**src/rtl/fetch_sequencer.sv**
```systemverilog
// Fetch sequencer: drives a synchronous instruction memory and tracks the
// instruction in EX through run/stall/redirect/halt control, with cycle and
// retired-instruction counters.
//
// Ports:
//   clk, reset        clock, asynchronous active-high reset
//   run               level, execution permitted
//   stall             EX instruction cannot complete this cycle
//   redirect_valid    EX instruction is a taken branch/jump
//   redirect_target   word address of the branch/jump target
//   halt_req          EX instruction requests halt
//   pc_fetch          address presented to instruction memory (registered)
//   imem_en           instruction memory output-register enable (combinational)
//   pc_ex, valid_ex   address and validity of the instruction in EX
//   state_o           00 IDLE, 01 RUN, 10 HALT
//   cycle_count       cycles spent in RUN
//   instret           retired instructions
module fetch_sequencer #(
    parameter int unsigned AW       = 12,
    parameter int unsigned RESET_PC = 0
) (
    input  logic          clk,
    input  logic          reset,
    input  logic          run,
    input  logic          stall,
    input  logic          redirect_valid,
    input  logic [AW-1:0] redirect_target,
    input  logic          halt_req,
    output logic [AW-1:0] pc_fetch,
    output logic          imem_en,
    output logic [AW-1:0] pc_ex,
    output logic          valid_ex,
    output logic [1:0]    state_o,
    output logic [31:0]   cycle_count,
    output logic [31:0]   instret
);

    typedef enum logic [1:0] {
        ST_IDLE = 2'b00,
        ST_RUN  = 2'b01,
        ST_HALT = 2'b10
    } state_t;

    localparam logic [AW-1:0] RESET_ADDR = AW'(RESET_PC);

    state_t        state_q,    state_d;
    logic [AW-1:0] pc_fetch_q, pc_fetch_d;
    logic [AW-1:0] pc_ex_q,    pc_ex_d;
    logic          valid_q,    valid_d;
    logic [31:0]   cycle_q,    cycle_d;
    logic [31:0]   instret_q,  instret_d;

    logic          adv;
    logic [AW-1:0] pc_inc;

    // EX instruction retires on this edge
    assign adv    = (state_q == ST_RUN) & valid_q & ~stall;
    // Increment wraps naturally at AW bits
    assign pc_inc = pc_fetch_q + AW'(1);

    // Next-state and datapath selection
    always_comb begin
        state_d    = state_q;
        pc_fetch_d = pc_fetch_q;
        pc_ex_d    = pc_ex_q;
        valid_d    = valid_q;

        case (state_q)
            ST_IDLE: begin
                valid_d = 1'b0;
                if (run) begin
                    state_d    = ST_RUN;
                    pc_ex_d    = pc_fetch_q;
                    pc_fetch_d = pc_inc;
                    valid_d    = 1'b1;
                end
            end
            ST_RUN: begin
                if (valid_q && stall) begin
                    // Stalled instruction holds everything, including against
                    // run=0, so it is not lost before it completes.
                    state_d = ST_RUN;
                end else if (adv && halt_req) begin
                    state_d = ST_HALT;
                    valid_d = 1'b0;
                    if (redirect_valid) pc_fetch_d = redirect_target;
                end else if (!run) begin
                    state_d = ST_IDLE;
                    valid_d = 1'b0;
                    if (adv && redirect_valid) pc_fetch_d = redirect_target;
                end else if (adv && redirect_valid) begin
                    // One squashed bubble while memory fetches the target
                    pc_fetch_d = redirect_target;
                    valid_d    = 1'b0;
                end else begin
                    pc_ex_d    = pc_fetch_q;
                    pc_fetch_d = pc_inc;
                    valid_d    = 1'b1;
                end
            end
            ST_HALT: begin
                valid_d = 1'b0;
                if (!run) state_d = ST_IDLE;
            end
            default: begin
                state_d = ST_IDLE;
                valid_d = 1'b0;
            end
        endcase

        // cycle_count reflects the number of cycles whose state is RUN,
        // including the cycle just entered.
        cycle_d   = (state_d == ST_RUN) ? cycle_q + 32'd1 : cycle_q;
        instret_d = adv ? instret_q + 32'd1 : instret_q;
    end

    // State and counter registers
    always_ff @(posedge clk or posedge reset) begin
        if (reset) begin
            state_q    <= ST_IDLE;
            pc_fetch_q <= RESET_ADDR;
            pc_ex_q    <= RESET_ADDR;
            valid_q    <= 1'b0;
            cycle_q    <= 32'd0;
            instret_q  <= 32'd0;
        end else begin
            state_q    <= state_d;
            pc_fetch_q <= pc_fetch_d;
            pc_ex_q    <= pc_ex_d;
            valid_q    <= valid_d;
            cycle_q    <= cycle_d;
            instret_q  <= instret_d;
        end
    end

    // Holding the memory output register keeps a stalled instruction stable
    assign imem_en     = ~((state_q == ST_RUN) & valid_q & stall);
    assign pc_fetch    = pc_fetch_q;
    assign pc_ex       = pc_ex_q;
    assign valid_ex    = valid_q;
    assign state_o     = state_q;
    assign cycle_count = cycle_q;
    assign instret     = instret_q;

endmodule

```
**config.mk**
```make
export PLATFORM = sky130hd
export DESIGN_NAME = fetch_sequencer
export DESIGN_NICKNAME = d
export VERILOG_FILES = /design/src/rtl/fetch_sequencer.sv
export SDC_FILE = /design/constraint.sdc
export NUM_CORES = 1
export LEC_CHECK = 0
export CORE_MARGIN = 10
export CORE_UTILIZATION = 35
export DETAILED_ROUTE_END_ITERATION = 7
export PLACE_DENSITY_LB_ADDON = 0.12
export REMOVE_ABC_BUFFERS = 1
export SLEW_MARGIN = 20
export SYNTH_ARGS = -nofsm -noshare
export SYNTH_HDL_FRONTEND = slang
export SYNTH_SLANG_ARGS = --single-unit
```
**constraint.sdc**
```tcl
create_clock -name clk -period 3.2 [get_ports clk]
set_input_delay 0.8 -clock clk [delete_from_list [all_inputs] [get_ports clk]]
set_output_delay 0.8 -clock clk [all_outputs]
set_load 0.01 [all_outputs]
```
==> results.md, run 1 <==
* Status: completed
* Total die area at 0.01697 sq mm
* Hold EP: cycle_count[31]
* Critical path capture point type: output pin
* Cell Area, Synth at ~0.0043 sq mm
* RSZ-0062 raised after global routing: no
* Pin count of the biggest net entering global routing at 48
* End of the worst register-to-register path: instret[29]
* Synth Instances at 372
* Critical path startpoint category: input pin
* Critical path's largest stage delay at between 0.5 and 0.6 ns
* Ys Warns at 0
* Vias in the first global route at 3258
* Worst hold stages at 1
* # IOs at 110
* # placed instances at between 600 and 700
* Crit Reg-Reg Startpoint: state_o[1]
* Max Cap Viol at 0
* Worst Hold Launch: cycle_count[31]
* Netlist cell types at 40
* Most Frequent Cell on Critical Path: clkdlybuf4s50_1
* Req. time, crit path at roughly 2.4 ns
* Deepest clock path buffer count at 2
* Area growth syn-to-layout at 36.68%
* Core area at around 0.012 sq mm
* Die width at 130.3 um
* Peak VDD IR at 0.0005139 V
* ANT nets after route at 0
* CP cell instances: clkdlybuf4s50_1 > nand4b_1 > clkdlybuf4s50_1
* CTS buffer count at 9
* Initial Utilization at a little over a third
* Avg WL per Cell at about 16 um
* Hold_buf cts at 0
* Remaining global-route overflow at 0
* DR pass1 iterations at 4
* Asr flop ratio synth at 100.0%
* Latest clock arrival within the worst-skew pair at 0.34 ns
* Primary FF master, synth: dfrtp_1
* FF-to-FF setup slack at ~1.1 ns
* WS Path Type: in2out
* Min Tclk post-route at 2.737 ns
* Vias at ~3200
* # H-tree levels at 3
* DRC viols at 0
* Routability Congestion at between 0.7 and 0.8
* Mean Syn Cell Area at about 11 sq um
* Clk sinks at 91
* Fillcell total at between 1000 and 1500
* Slowest CP cell: clkdlybuf4s50_1
* Yosys reg bits at 91
* Total power at 3.816 mW
* Worst-margin pin slew at 0.8605 ns
* Worst clock skew at about 0.0081 ns
* Clock transition at the registers of the reported paths at about 0.06 ns
* CTS tree: yes
* Arr. time, crit path at between 1.5 and 2 ns
* Final std cells w/o fill at between 600 and 700
* Hold Vio Cnt, Final at 0
* Post-CTS Setup Bufs at 0
* Final Max Slew Viols at 0
* Initial antenna violation count at 0
* Post-synth EDFFs at 0
* Nets at around 510
* Total track usage at roughly an eighth
* Leak at 2.401 nW
* Worst Hold Class: reg2reg
* PortBufs at around 110
* Final Setup Violations at 0
* Fmax at roughly 0.37 GHz
* Layout cell share with drive strength beyond 1 at roughly 14%
* Vias/cell at 4.989
* Row cnt at 40
* Fin Setup TNS at 0 ns
* Post-cts sizing count at 0
* Slew margin rel. at ~43%
* Initial detailed-routing violation count at around 180
* Ant diodes at 0
* First-pass GRT wire length at ~17000 um
* Final Cycle Share at between 80% and 90%
* Sequential share of the synthesized area at between 50% and 60%
* Worst-path fanout max at 3
* Pwr/cell area at about 660 mW/mm^2
* Overall routed net length at around 10000 um
* Detailed placement HPWL at 7533 um
* Root Driver: clkbuf_16
* Reg2reg path depth at 6
* Die span in y at 130.3 um
[area by class of cell]
cell class	instances	area (sq um)	area share (%)
Inverter	4	16.27	0.2796
Multi-Input combinational cell	266	1896	32.58
Timing Repair Buffer	118	1184	20.34
Clock inverter	3	15.01	0.2581
Sequential cell	91	2277	39.14
Clock buffer	12	246.5	4.237
Tap cell	147	183.9	3.161
[critical path: cells and delay by family]
kind	cells	cell delay (ns)
AND/OR/NAND/NOR	1	0.12
buffers and inverters	2	1.01
[stage by stage]
step | hold slack (ns) | util, % | area (sq um) | setup slack, ns
floorplan | 0.5075 | - | 4188 | 0.03639
global placement | 0.4620 | 46.45 | 5557 | 0.3708
detailed placement | 0.4679 | 46.45 | 5557 | 0.3269
CTS | 0.4760 | 48.64 | 5818 | 0.4627
global route | 0.4884 | 48.64 | 5818 | 0.4166
finish | 0.4649 | 48.64 | 5818 | 0.4631
[power breakdown]
part / internal [mW] / switching [mW]
Sequential: 1.38 / 0.267
Combinational: 0.696 / 0.514
Clock: 0.540 / 0.422
Total: 2.61 / 1.20
[state kept, by name, summed over array words and instances, names as in the netlist]
name,count
state_o,2
pc_fetch,12
instret,32
valid_ex,1
cycle_count,32
pc_ex,12
[synthesized netlist by cell type, drive strengths merged, types with 2 or more instances]
cell | n | area share [%]
dfrtp | 91 | 53
nand4 | 22 | 3.2
o21ai | 9 | 1.1
nor3 | 5 | 0.59
a2bb2oi | 2 | 0.71
a21bo | 2 | 0.47
xor2 | 8 | 1.6
nor2 | 10 | 0.88
and3 | 20 | 2.9
a21boi | 3 | 0.79
mux2 | 13 | 3.4
nand3 | 27 | 3.2
and4 | 6 | 1.2
buf | 10 | 1.5
a21oi | 19 | 3.8
ha | 3 | 0.88
or2 | 2 | 0.29
inv | 4 | 0.35
o22ai | 3 | 0.44
and2 | 4 | 0.59
nor4 | 3 | 0.79
nand2b | 3 | 0.44
nand2 | 37 | 3.3
xnor2 | 54 | 11
a31o | 2 | 0.41
[placed cells by master (no fill, tap or decap), types with 2 or more instances in the layout]
master           instances
clkdlybuf4s50_1        109
dfrtp_1                 91
xnor2_1                 54
nand2_1                 36
nand3_1                 27
nand4_1                 22
and3_1                  20
a21oi_2                 18
mux2_2                  13
nor2_1                  10
o21ai_0                  9
clkbuf_16                9
xor2_1                   8
buf_4                    7
and4_1                   6
nor3_1                   5
and2_1                   4
clkinv_2                 4
nand2b_1                 3
o22ai_1                  3
a21boi_2                 3
inv_1                    3
ha_1                     3
or2_2                    2
a31o_2                   2
a21bo_2                  2
a2bb2oi_2                2
nor4_1                   2
clkbuf_1                 2
buf_12                   2
[worst max-delay path by stage]
stage	startpoint	end	slack, ns	depth (start not counted)
2_1_floorplan	reset	cycle_count[0]	0.04	1
3_3_place_gp	stall	instret[31]	0.37	7
3_5_place_dp	stall	instret[29]	0.33	7
4_1_cts	stall	imem_en	0.46	3
5_1_grt	stall	imem_en	0.42	3
6_report	stall	imem_en	0.46	3
[routing by layer]
metal	vias up	track usage [%]	part of all wire, %
met5	-	0	0
met4	0	3.175	0.96
met3	5	7.181	11
met2	81	18.14	45
met1	1561	15.73	43
li1	1551	-	-
[kinds of logic (layout without fill, tap and decap cells)]
| kind of cell | after synthesis | count (layout) | synth area share (%) |
|---|---|---|---|
| simple gates | 144 | 144 | 18.46 |
| flops | 91 | 91 | 53.50 |
| xor+xnor | 62 | 62 | 12.76 |
| compound gates | 43 | 43 | 8.760 |
| buf+inv | 15 | 137 | 1.969 |
| mux | 14 | 14 | 3.674 |
| fa+ha+maj | 3 | 3 | 0.8819 |
Power figures use the tool's default switching activity.
==> inputs of run 2 (changes only) <==
Clock period 3.2 ns to 3.1 ns, I/O delays scaled along.
==> run 2 against run 1 <==
Wire length increased by 0.31%. Final cell count unchanged. Die area unchanged. Final area up 0.73%.
==> results.md, run 2 (synthesis results as in run 1) <==
* Status: completed
* Routability Congestion at 0.7635 (+3.7%)
* Initial Utilization at 35.59% (unchanged)
* Final Setup Violations at 0 (unchanged)
* ANT nets after route at 0 (unchanged)
* Most frequent cells in the layout: 109 x clkdlybuf4s50_1, 91 x dfrtp_1, 54 x xnor2_1, 36 x nand2_1, 27 x nand3_1
* Worst-path fanout max at 3 (unchanged)
* Die span in y at 130.3 um (unchanged)
* Multi-input gate area at 0.001896 sq mm (unchanged)
* Core area at 0.01196 sq mm (unchanged)
* Critical path capture point type: output pin
* Pin count of the biggest net entering global routing at 92 (+92%)
* DR pass1 iterations at 4 (unchanged)
* Nets at 510 (-0.20%)
* Critical path startpoint category: input pin
* Max Cap Viol at 0 (unchanged)
* PortBufs at 109 (unchanged)
* Reg area at 0.002277 sq mm (unchanged)
* Most common cell after layout, fill and taps aside: clkdlybuf4s50_1
* # H-tree levels at 3 (unchanged)
* Fmax at about 0.37 GHz
* Worst-margin pin slew at 0.7228 ns (-0.1377 ns)
* Final core utilization at 49.00% (+0.36 points)
* Post-Place Cell Area at 0.005549 sq mm (-0.14%)
* CTS tree: yes
* Initial antenna violation count at 0 (unchanged)
* Ant diodes at 0 (unchanged)
* Final Cycle Share at between 80% and 90%
* Vias in the first global route at 3288 (+0.92%)
* DRC viols at 0 (unchanged)
* Req. time, crit path at 2.32 ns (-0.08 ns)
* Row cnt at 40 (unchanged)
* Hold Vio Cnt, Final at 0 (unchanged)
* Total die area at 0.01697 sq mm (unchanged)
* Initial detailed-routing violation count at 198 (+11%)
* Post-cts sizing count at 0 (unchanged)
* WS Path Type: in2out
* Min Tclk post-route at approximately 2.7 ns
* Peak VDD IR at 0.0004907 V (-4.5%)
* Worst clock skew at 0.003176 ns (-0.004923 ns)
* Area growth syn-to-layout at 37.68%
* Final Max Slew Viols at 0 (unchanged)
* CTS buffer count at 9 (unchanged)
* Post-CTS Setup Bufs at 0 (unchanged)
* Pre-CTS setup slack at 0.2653 ns (-0.06162 ns)
* Remaining global-route overflow at 0 (unchanged)
* RSZ-0062 raised after global routing: no
* Setup WS post-layout at 0.4204 ns (-0.04269 ns)
* Vias at 3188 (-0.31%)
* Latest clock arrival within the worst-skew pair at 0.34 ns (about the same)
* Total track usage at 12.64% (+0.088 points)
* Leak at 2.407 nW (+0.25%)
* Worst Hold Class: reg2reg
* Root Driver: clkbuf_16
* Fillcell total at 1101 (-1.3%)
* Hold_buf cts at 0 (unchanged)
* Die width at 130.3 um (unchanged)
* Arr. time, crit path at 1.90 ns (-0.04 ns)
* Clk sinks at 91 (unchanged)
* Vias/cell at 4.973 (-0.31%)
* Avg WL per Cell at 15.90 um (+0.31%)
* Detailed placement HPWL at 7378 um (-2.1%)
* Deepest clock path buffer count at 2 (unchanged)
* First-pass GRT wire length at 17110 um (+0.94%)
* Overall routed net length at 10190 um (+0.31%)
* Final non-filler cell area at 0.005861 sq mm (+0.73%)
* Slew margin rel. at 51.44% (+8.8 points)
* Pwr/cell area at 699.4 mW/mm^2 (+6.6%)
* Layout cell share with drive strength beyond 1 at 13.56% (-0.20 points)
* # IOs at 110 (unchanged)
* Total power at 4.099 mW (+7.4%)
* Clock transition at the registers of the reported paths at 0.06 ns (about the same)
==> run 2: cell count changes in the layout (fill, tap and decap cells not counted), sizes merged <==
cell	before	now
bufinv	0	2
clkinvlp	0	2
buf	9	8
clkinv	4	1
==> run 2: power by group <==
part	switching [mW]	leakage, nW	total (mW)	internal (mW)
Sequential	0.270	1.17	1.69	1.42
Clock	0.451	0.143	1.16	0.708
Combinational	0.532	1.10	1.25	0.718
==> run 2: worst paths after layout <==
| kind | slack [ns] | cells after the start | startpoint | end |
|---|---|---|---|---|
| setup / recovery | 0.42 | 3 | stall | imem_en |
| hold / removal | 0.47 | 1 | cycle_count[31] | cycle_count[31] |
| min in group asynchronous | 0.86 | 3 | reset | cycle_count[20] |
| hold reg to reg | 0.47 | 1 | cycle_count[31] | cycle_count[31] |
| setup reg to reg | 0.99 | 6 | state_o[1] | instret[31] |
| max in group asynchronous | 1.86 | 3 | reset | pc_fetch[10] |
==> run 2: cell type report <==
type                       instances  share of cell area [%]
inverter                           4                  0.2775
multi-input combinational        266                   32.34
clock inverter                     4                   1.281
sequential                        91                   38.86
clock buffer                      12                   4.035
timing repair buffer             117                   20.07
tap                              147                   3.138
==> run 2: per-stage QoR <==
step	hold WS [ns]	cells	TNS (ns)
detailed placement	0.4664	625	0
finish	0.4702	641	0
global placement	0.4620	625	0
CTS	0.4751	641	0
global route	0.4866	641	0
floorplan	0.5075	361	-3.513
==> run 2: critical path: stages <==
cell             delay [ns]
clkdlybuf4s50_1        0.49
nand4b_1               0.11
clkdlybuf4s50_1        0.52
==> run 2: routing by layer <==
| layer | part of all wire, % | global-route usage (%) | up-vias |
|---|---|---|---|
| li1 | - | - | 1552 |
| met1 | 43 | 15.07 | 1546 |
| met2 | 45 | 19.01 | 83 |
| met3 | 11 | 7.221 | 7 |
| met4 | 1.1 | 3.638 | 0 |
| met5 | 0 | 0 | - |
